<file path="src/rtl/fetch_predict_pipe.sv">
// fetch_predict_pipe: owns the fetch PC and carries PC/prediction through IF/ID and ID/EX
// so the resolve stage can report them back to the branch target buffer.
module fetch_predict_pipe #(
  parameter logic [31:0] RESET_PC = 32'h0000_0000,
  parameter int          CNT_W    = 16
) (
  input  logic             clk,
  input  logic             rst_n,
  input  logic             memory_stall,
  input  logic             hazard_stall,
  input  logic [31:0]      icache_rdata,
  input  logic [31:0]      btb_next_pc,
  input  logic             btb_flush,
  input  logic             btb_taken,
  output logic [31:0]      icache_addr,
  output logic             icache_ren,
  output logic [31:0]      pc_1,
  output logic [31:0]      if_id_inst,
  output logic [31:0]      if_id_pc,
  output logic             if_id_valid,
  output logic [31:0]      ex_pc,
  output logic             ex_pred_taken,
  output logic             ex_valid,
  output logic [CNT_W-1:0] flush_cnt,
  output logic [CNT_W-1:0] pred_taken_cnt
);
  localparam logic [31:0]      NOP     = 32'h0000_0013;
  localparam logic [CNT_W-1:0] CNT_ONE = 1;
  logic [31:0]      r_pc, r_if_inst, r_if_pc, r_ex_pc;
  logic             r_ren, r_if_pred, r_if_valid, r_ex_pred, r_ex_valid;
  logic [CNT_W-1:0] r_flush_cnt, r_pred_cnt;
  logic [31:0]      w_next_pc;
  assign w_next_pc = {btb_next_pc[31:2], 2'b00};
  always_ff @(posedge clk) begin
    if (!rst_n) begin
      r_pc        <= RESET_PC;
      r_ren       <= 1'b0;
      r_if_inst   <= NOP;
      r_if_pc     <= '0;
      r_if_pred   <= 1'b0;
      r_if_valid  <= 1'b0;
      r_ex_pc     <= '0;
      r_ex_pred   <= 1'b0;
      r_ex_valid  <= 1'b0;
      r_flush_cnt <= '0;
      r_pred_cnt  <= '0;
    end else begin
      r_ren <= 1'b1;
      if (!memory_stall) begin
        if (btb_flush) begin
          // drop the two wrong-path instructions in IF/ID and ID/EX
          r_pc       <= w_next_pc;
          r_if_valid <= 1'b0;
          r_if_inst  <= NOP;
          r_ex_valid <= 1'b0;
          r_ex_pred  <= 1'b0;
          if (!(&r_flush_cnt)) r_flush_cnt <= r_flush_cnt + CNT_ONE;
        end else if (hazard_stall) begin
          r_ex_valid <= 1'b0;
          r_ex_pred  <= 1'b0;
          r_ex_pc    <= r_if_pc;
        end else begin
          r_pc       <= w_next_pc;
          r_if_inst  <= icache_rdata;
          r_if_pc    <= r_pc;
          r_if_pred  <= btb_taken;
          r_if_valid <= 1'b1;
          r_ex_pc    <= r_if_pc;
          r_ex_pred  <= r_if_pred;
          r_ex_valid <= r_if_valid;
          if (btb_taken && !(&r_pred_cnt)) r_pred_cnt <= r_pred_cnt + CNT_ONE;
        end
      end
    end
  end
  assign icache_addr    = r_pc;
  assign pc_1           = r_pc;
  assign icache_ren     = r_ren;
  assign if_id_inst     = r_if_inst;
  assign if_id_pc       = r_if_pc;
  assign if_id_valid    = r_if_valid;
  assign ex_pc          = r_ex_pc;
  assign ex_pred_taken  = r_ex_valid & r_ex_pred;
  assign ex_valid       = r_ex_valid;
  assign flush_cnt      = r_flush_cnt;
  assign pred_taken_cnt = r_pred_cnt;
endmodule
</file>
<file path="config.mk">
export PLATFORM = sky130hd
export DESIGN_NAME = fetch_predict_pipe
export DESIGN_NICKNAME = d
export VERILOG_FILES = /design/src/rtl/fetch_predict_pipe.sv
export SDC_FILE = /design/constraint.sdc
export NUM_CORES = 1
export LEC_CHECK = 0
export ABC_AREA = 1
export CAP_MARGIN = 20
export CORE_MARGIN = 2
export CORE_UTILIZATION = 42
export DETAILED_ROUTE_END_ITERATION = 6
export PLACE_DENSITY = 0.78
export SKIP_LAST_GASP = 1
export SYNTH_ARGS = -nofsm -noshare
export SYNTH_HDL_FRONTEND = slang
export SYNTH_SLANG_ARGS = --single-unit
</file>
<file path="constraint.sdc">
create_clock -name clk -period 1.8 [get_ports clk]
set_input_delay 0.45 -clock clk [delete_from_list [all_inputs] [get_ports clk]]
set_output_delay 0.45 -clock clk [all_outputs]
set_load 0.02 [all_outputs]
</file>
==> results by group, run 1 <==
Placement
  – Cell Area, Placed: 9270 um^2
  – Final HPWL from detailed placement: 13100 um
  – I/O Buffers: 255
  – Pre-CTS worst setup slack: -0.158 ns
  – Routability cong.: 0.830

Run status
  – Run status: complete, no violations

Timing
  – Hold Vio Cnt, Final: 0
  – RSZ-0062 raised after global routing: no
  – Final Max Tran Viols: 0
  – Setup slack of the critical path after layout: 0.0996 ns
  – Highest clock frequency the design can meet: 588 MHz
  – Clk_skew: 0.00577 ns
  – Part of the cycle the worst path needs: 94.5%
  – Final Setup Violations: 0
  – Minimum clock period: 1.70 ns

Synthesis
  – Synth Area in Compound Gates: 11.8%
  – Proportion of synthesized area in mux cells: 0%
  – Netlist Area Pre-Place: 6590 um^2
  – Average instance area after synthesis: 7.24 um^2
  – Proportion of synthesized chip area in sequential cells: 48.3%
  – Top-area cell type share of the netlist area: 48.3%
  – Fraction of registers with async set or reset after synthesis: 0%
  – Number of warnings issued by yosys: 0
  – Largest family of logic cells by synthesized area: simple AND/OR/NAND/NOR gates
  – Primary flip-flop cell chosen by synthesis mapping: sky130_fd_sc_hd__dfxtp_1
  – Area leader, netlist: sky130_fd_sc_hd__dfxtp_1
  – Number of instances in the synthesized netlist: 911
  – Synth top area cells: sky130_fd_sc_hd__dfxtp_1 48%, sky130_fd_sc_hd__nor2_1 14%, sky130_fd_sc_hd__nand2_1 9.4%, sky130_fd_sc_hd__o21ai_0 7.4%, sky130_fd_sc_hd__buf_4 4.6%
  – Share of synthesized cell area in and, or, nand and nor gates: 28.5%
  – Post-synthesis share of cell area spent on full adders, half adders and majority gates: 0.380%
  – XOR/XNOR share of the synthesized area: 0.664%
  – EDFF count, synth: 0
  – Total of flip-flops plus latches after synthesis: 159
  – Distinct cell type count of the synthesized netlist: 31

CTS
  – Largest buffer count on any clock path: 2
  – Clock transition at the registers of the reported paths: 0.06 ns
  – Buffer type at the clock tree root: sky130_fd_sc_hd__clkbuf_16
  – # hold bufs at CTS: 0
  – Clock buffer count from CTS: 17
  – Source-to-sink clock delay at the later pin of the worst-skew pair: 0.41 ns
  – CTS tree: built
  – Sinks on Clock Net: 159
  – H-tree depth reported by CTS: 4

Global routing
  – Antenna violations before repair: 0
  – Via count of the first global-routing pass: 5853
  – First-pass GRT wire length: 29400 um
  – Largest net degree at the start of global routing: 78
  – Global route total overflow: 0
  – Global-route usage over all layers: 22.0%

Critical path
  – Worst reg2reg path depth: 9
  – Critical Path Slowest Stage Cell: sky130_fd_sc_hd__dfxtp_1
  – R2R Path End: pred_taken_cnt[4]
  – Ordered list of cells on the worst path: dlygate4sd2_1
  – Crit-path max cell delay: 0.46 ns
  – Data required, critical path: 1.35 ns
  – Worst setup SP type: register
  – Crit path capture type: output port
  – Bufs and invs on worst path: 1
  – Worst-path fanout max: 7
  – Crit path max-delay family: flip-flops
  – Critical path type: register to output port
  – Flop2flop setup slack: 0.18 ns
  – WP data arrival: 1.25 ns
  – Start of the worst register-to-register path: pred_taken_cnt[0]

Cells and area
  – Final Cell Area: 9630 um^2
  – Final cell utilization of the core: 63.1%
  – Antenna diode instance count: 0
  – Commonest cells after routing, fill and taps aside: 243 x sky130_fd_sc_hd__nor2_1, 186 x sky130_fd_sc_hd__dlygate4sd2_1, 165 x sky130_fd_sc_hd__nand2_1, 158 x sky130_fd_sc_hd__dfxtp_1, 97 x sky130_fd_sc_hd__o21ai_0
  – Final Net Count: 1212
  – Layout cell share with drive strength beyond 1: 8.33%
  – Area growth from synthesis to layout: 46.1%
  – Most frequent standard cell in the layout excluding fill and tap cells: sky130_fd_sc_hd__nor2_1
  – Fillers: 1428

Drt
  – Number of iterations in the first detailed-routing pass: 6
  – Avg WL per Cell: 13.9 um
  – Count of vias placed by the detailed router: 6577
  – Antenna violation net count after detailed routing: 0
  – Via-per-instance ratio: 4.82
  – Final routed wirelength across all metal layers: 18900 um
  – Number of DRC violations after detailed routing: 0
  – First DRT Iteration DRCs: 432

Pwr
  – Leakage power: 0.00458 uW
  – Highest ir drop seen on vdd: 0.582 mV
  – Areal power density over the cells: 879 nW/um^2

Die
  – Die outline area: 16700 um^2
  – Die Width: 129 um
  – Starting density of the core: 43.2%
  – I/O pin count: 266
  – Core Rows: 45
  – Y dimension of the die: 129 um
  – Core region area: 15300 um^2

Worst hold path
  – Destination of the worst hold path: icache_addr[2]
  – Launch point of the worst hold path: rst_n
  – Instance count along the most critical hold path: 3
  – Worst Hold Class: input pin to register

Job
  – Maxcap violations: 0
Yosys cell counts (all sizes together), types with 2 or more instances:
cell type	instances
nand3	31
nor2	247
nand3b	2
a21oi	45
nor3	3
o21ai	98
ha	2
inv	47
clkbuf	30
nand4	8
nand2	174
o22ai	3
xor2	4
buf	55
dfxtp	159
area by class of cell:
class / instances / area (um^2) / area share [%]
clock buffer: 19 / 453 / 4.70
clock inverter: 13 / 128 / 1.33
inverter: 48 / 184 / 1.91
multi-input combinational: 626 / 2760 / 28.7
sequential: 159 / 3180 / 33.1
tap: 211 / 264 / 2.74
timing repair buffer: 288 / 2660 / 27.6
sequential cells by signal (all words and copies together), names as in the netlist:
register / flops
if_id_inst: 32
r_ex_pred: 1
if_id_valid: 1
icache_ren: 1
ex_valid: 1
ex_pc: 30
if_id_pc: 30
r_if_pred: 1
flush_cnt: 16
pred_taken_cnt: 16
icache_addr: 30
per-layer routing:
layer  vias to the layer above  part of all wire [%]  track usage [%]
met5                         -                     0                0
met2                       249                    50             37.8
met1                      3000                    41             27.3
li1                       3299                     -                -
met4                         0                   2.1             7.29
met3                        29                   7.1             5.04
per-stage QoR:
step	TNS, ns	std cells	power, uW	hold slack, ns
floorplan	0	918	4540	0.440
global placement	-2.90	1332	5160	0.451
detailed placement	-5.04	1332	5180	0.456
CTS	0	1364	8540	0.444
global route	0	1364	8810	0.458
finish	0	1364	8460	0.454
power breakdown:
part / internal (uW) / switching, uW
registers: 3680 / 110
logic: 484 / 682
clock network: 2010 / 1500
total: 6170 / 2290
worst max path at each step:
stage	start	end	slack [ns]	cells past startpoint
finish	pred_taken_cnt[2]	pred_taken_cnt[2]	0.1	1
global route	pred_taken_cnt[1]	pred_taken_cnt[1]	0.02	9
CTS	ex_pc[2]	ex_pc[2]	0.0002	1
detailed placement	btb_flush	flush_cnt[14]	-0.16	9
global placement	btb_flush	flush_cnt[14]	-0.11	9
floorplan	flush_cnt[0]	flush_cnt[0]	0.16	11
what timing repair did:
| item | CTS | global route |
|---|---|---|
| pin swaps | 0 | 0 |
| resized for setup | 186 | 4 |
| setup buffers | 0 | 0 |
| endpoints found under the setup margin | 186 | 8 |
logic make-up (layout without fill, tap and decap cells):
logic type,count (synthesis),count (layout)
flops,159,159
fa+ha+maj,2,2
simple gates,465,465
xor+xnor,5,5
compound gates,146,146
other cells,1,8
buf+inv,133,368
(Power assumes the default switching activity.)
==> run 2: changes to the inputs <==
==> constraint.sdc (replaced) <==
create_clock -name clk -period 1.95 [get_ports clk]
set_input_delay 0.4875 -clock clk [delete_from_list [all_inputs] [get_ports clk]]
set_output_delay 0.4875 -clock clk [all_outputs]
set_load 0.02 [all_outputs]
==> run 2 against run 1 <==
  * Via count is 1.2% lower
  * Routed wire length down 0.49%
  * Total power decreased by 5.1%
  * Clock power shrank 4%
  * First-iteration DRC count fell by 4.6%
  * Highest routed layer unchanged
  * Die area is the same
==> results by group, run 2 (same netlist as run 1, synthesis figures left out) <==
Timing
  – Final Max Tran Viols: 0 (unchanged)
  – Part of the cycle the worst path needs: 98.2%
  – Highest clock frequency the design can meet: 522 MHz
  – Minimum clock period: 1.91 ns
  – Hold Vio Cnt, Final: 0 (unchanged)
  – Fin Hold WS: 0.464 ns (was 0.454 ns)
  – Clk_skew: 0.00566 ns (was 0.00577 ns)
  – Final Setup Violations: 0 (unchanged)

Pwr
  – Highest ir drop seen on vdd: 0.637 mV (was 0.582 mV)
  – Clock power frac: 41.8% (was 41.5%)
  – Part of the power in combinational logic: 14.7% (was 13.8%)
  – Areal power density over the cells: 809 nW/um^2 (was 879 nW/um^2)
  – Internal cell power: 5890 uW (was 6170 uW)
  – Switching power of the nets: 2140 uW (was 2290 uW)
  – Reg power frac: 43.5% (was 44.7%)
  – Leakage power: 0.00467 uW (was 0.00458 uW)
  – Switching Fraction: 26.6% (was 27.1%)

Drt
  – First DRT Iteration DRCs: 412 (was 432)
  – Final routed wirelength across all metal layers: 18800 um (was 18900 um)
  – Number of iterations in the first detailed-routing pass: 5 (was 6)
  – Antenna violation net count after detailed routing: 0 (unchanged)
  – Count of vias placed by the detailed router: 6495 (was 6577)
  – Number of DRC violations after detailed routing: 0 (unchanged)
  – Avg WL per Cell: 13.8 um (was 13.9 um)
  – Via-per-instance ratio: 4.77 (was 4.82)

CTS
  – Largest buffer count on any clock path: 2 (unchanged)
  – Buffer type at the clock tree root: sky130_fd_sc_hd__clkbuf_16 (unchanged)
  – CTS tree: built (unchanged)
  – Source-to-sink clock delay at the later pin of the worst-skew pair: 0.41 ns (about the same)
  – Sinks on Clock Net: 159 (unchanged)
  – Clock buffer count from CTS: 17 (unchanged)
  – # hold bufs at CTS: 0 (unchanged)
  – H-tree depth reported by CTS: 4 (unchanged)
  – Clock transition at the registers of the reported paths: 0.07 ns (was 0.06 ns)
  – Total setup buffers inserted after CTS: 0 (unchanged)

Critical path
  – WP data arrival: 1.43 ns (was 1.25 ns)
  – Worst setup SP type: register (unchanged)
  – Flop2flop setup slack: 0.26 ns (was 0.18 ns)
  – Crit path capture type: output port (unchanged)
  – Crit-path max cell delay: 0.63 ns (was 0.46 ns)
  – Ordered list of cells on the worst path: clkdlybuf4s50_1 (was dlygate4sd2_1)
  – Critical path type: register to output port (unchanged)
  – Bufs and invs on worst path: 1 (unchanged)
  – Data required, critical path: 1.46 ns (was 1.35 ns)
  – Worst-path fanout max: 4 (was 7)
  – Crit path max-delay family: buffers and inverters (was flip-flops)
  – Critical Path Slowest Stage Cell: sky130_fd_sc_hd__clkdlybuf4s50_1 (was sky130_fd_sc_hd__dfxtp_1)

Die
  – Die Width: 129 um (unchanged)
  – Die outline area: 16700 um^2 (unchanged)
  – Starting density of the core: 43.2% (unchanged)
  – Core region area: 15300 um^2 (unchanged)
  – Core Rows: 45 (unchanged)
  – Y dimension of the die: 129 um (unchanged)
  – I/O pin count: 266 (unchanged)

Cells and area
  – Combined flip-flop and latch cell area: 3180 um^2 (about the same)
  – Flip-flop count of the largest register after layout: 32 (unchanged)
  – Area growth from synthesis to layout: 50.7% (was 46.1%)
  – Antenna diode instance count: 0 (unchanged)
  – Most frequent standard cell in the layout excluding fill and tap cells: sky130_fd_sc_hd__nor2_1 (unchanged)
  – Final Cell Area: 9930 um^2 (was 9630 um^2)
  – Commonest cells after routing, fill and taps aside: 243 x sky130_fd_sc_hd__nor2_1, 172 x sky130_fd_sc_hd__clkdlybuf4s50_1, 165 x sky130_fd_sc_hd__nand2_1, 159 x sky130_fd_sc_hd__dfxtp_1, 97 x sky130_fd_sc_hd__o21ai_0 (was 243 x sky130_fd_sc_hd__nor2_1, 186 x sky130_fd_sc_hd__dlygate4sd2_1, 165 x sky130_fd_sc_hd__nand2_1, 158 x sky130_fd_sc_hd__dfxtp_1, 97 x sky130_fd_sc_hd__o21ai_0)
  – Multi-input logic area: 2760 um^2 (about the same)
  – Layout cell share with drive strength beyond 1: 7.83% (was 8.33%)
  – Final Net Count: 1209 (was 1212)
  – Fillers: 1307 (was 1428)

Placement
  – Final HPWL from detailed placement: 13000 um (was 13100 um)
  – I/O Buffers: 255 (unchanged)
  – Cell Area, Placed: 9260 um^2 (was 9270 um^2)
  – Routability cong.: 0.851 (was 0.830)

Global routing
  – First-pass GRT wire length: 29200 um (was 29400 um)
  – Largest net degree at the start of global routing: 92 (was 78)
  – Global-route usage over all layers: 21.9% (was 22.0%)
  – Antenna violations before repair: 0 (unchanged)
  – Global route total overflow: 0 (unchanged)
  – Via count of the first global-routing pass: 5781 (was 5853)

Worst hold path
  – Worst Hold Class: register to register (was input pin to register)

Job
  – Maxcap violations: 0 (unchanged)

Run status
  – Run status: complete, no violations (unchanged)
-- run 2: changes by cell type in the layout (fill, tap and decap cells not counted), moves of 3 or more --
cell,previous run,this run
sky130_fd_sc_hd__clkinv_2,4,1
sky130_fd_sc_hd__dlygate4sd2_1,186,36
sky130_fd_sc_hd__clkdlybuf4s50_1,66,172
sky130_fd_sc_hd__dlymetal6s2s_1,2,46
sky130_fd_sc_hd__clkinvlp_4,1,4
sky130_fd_sc_hd__buf_4,26,22
-- run 2: power by group through the flow --
| stage | logic [uW] | clock network, uW | registers, uW |
|---|---|---|---|
| after global routing | 1270 | 3560 | 3520 |
| after global placement | 1190 | 0 | 3570 |
| after detailed placement | 1200 | 0 | 3570 |
| after CTS | 1200 | 3410 | 3500 |
| final | 1180 | 3360 | 3500 |
| after floorplan | 464 | 0 | 3730 |
-- run 2: through the flow --
stage / total power [uW] / setup slack, ns / setup TNS, ns / cells / utilization (%)
floorplan: 4190 / 0.314 / 0 / 918 / -
global placement: 4760 / -0.00729 / -0.0120 / 1329 / 60.7
detailed placement: 4780 / -0.0588 / -0.132 / 1329 / 60.7
CTS: 8110 / 0.000446 / 0 / 1361 / 64.3
global route: 8340 / -0.00337 / -0.00337 / 1361 / 65.1
finish: 8030 / 0.0353 / 0 / 1361 / 65.1
-- run 2: path summary, 6_finish.rpt --
path | from | cells past startpoint | to
worst max-delay path | icache_addr[11] | 1 | icache_addr[11]
worst min-delay path | if_id_inst[7] | 2 | if_id_inst[7]
worst max register to register | pred_taken_cnt[1] | 9 | pred_taken_cnt[8]
worst min register to register | if_id_inst[7] | 2 | if_id_inst[7]
-- run 2: metal layers --
layer	share of wire, %	up-vias	global-route usage, %
li1	-	3290	-
met1	42	2966	27.1
met2	50	208	38.0
met3	6.3	31	4.42
met4	1.9	0	7.99
met5	0	-	0
-- run 2: area by class of cell --
type                            count  share of cell area [%]
Timing Repair Buffer              285                    29.6
Inverter                           48                    1.85
Tap cell                          211                    2.66
Sequential cell                   159                    32.1
Clock inverter                     13                    1.55
Clock buffer                       19                    4.46
Multi-Input combinational cell    626                    27.8
-- run 2: repair_timing --
| action | 4_1_cts | 5_1_grt |
|---|---|---|
| setup endpoints to repair | 38 | 50 |
| endpoints found under the hold margin | 0 | 0 |
| gates resized for setup | 36 | 46 |
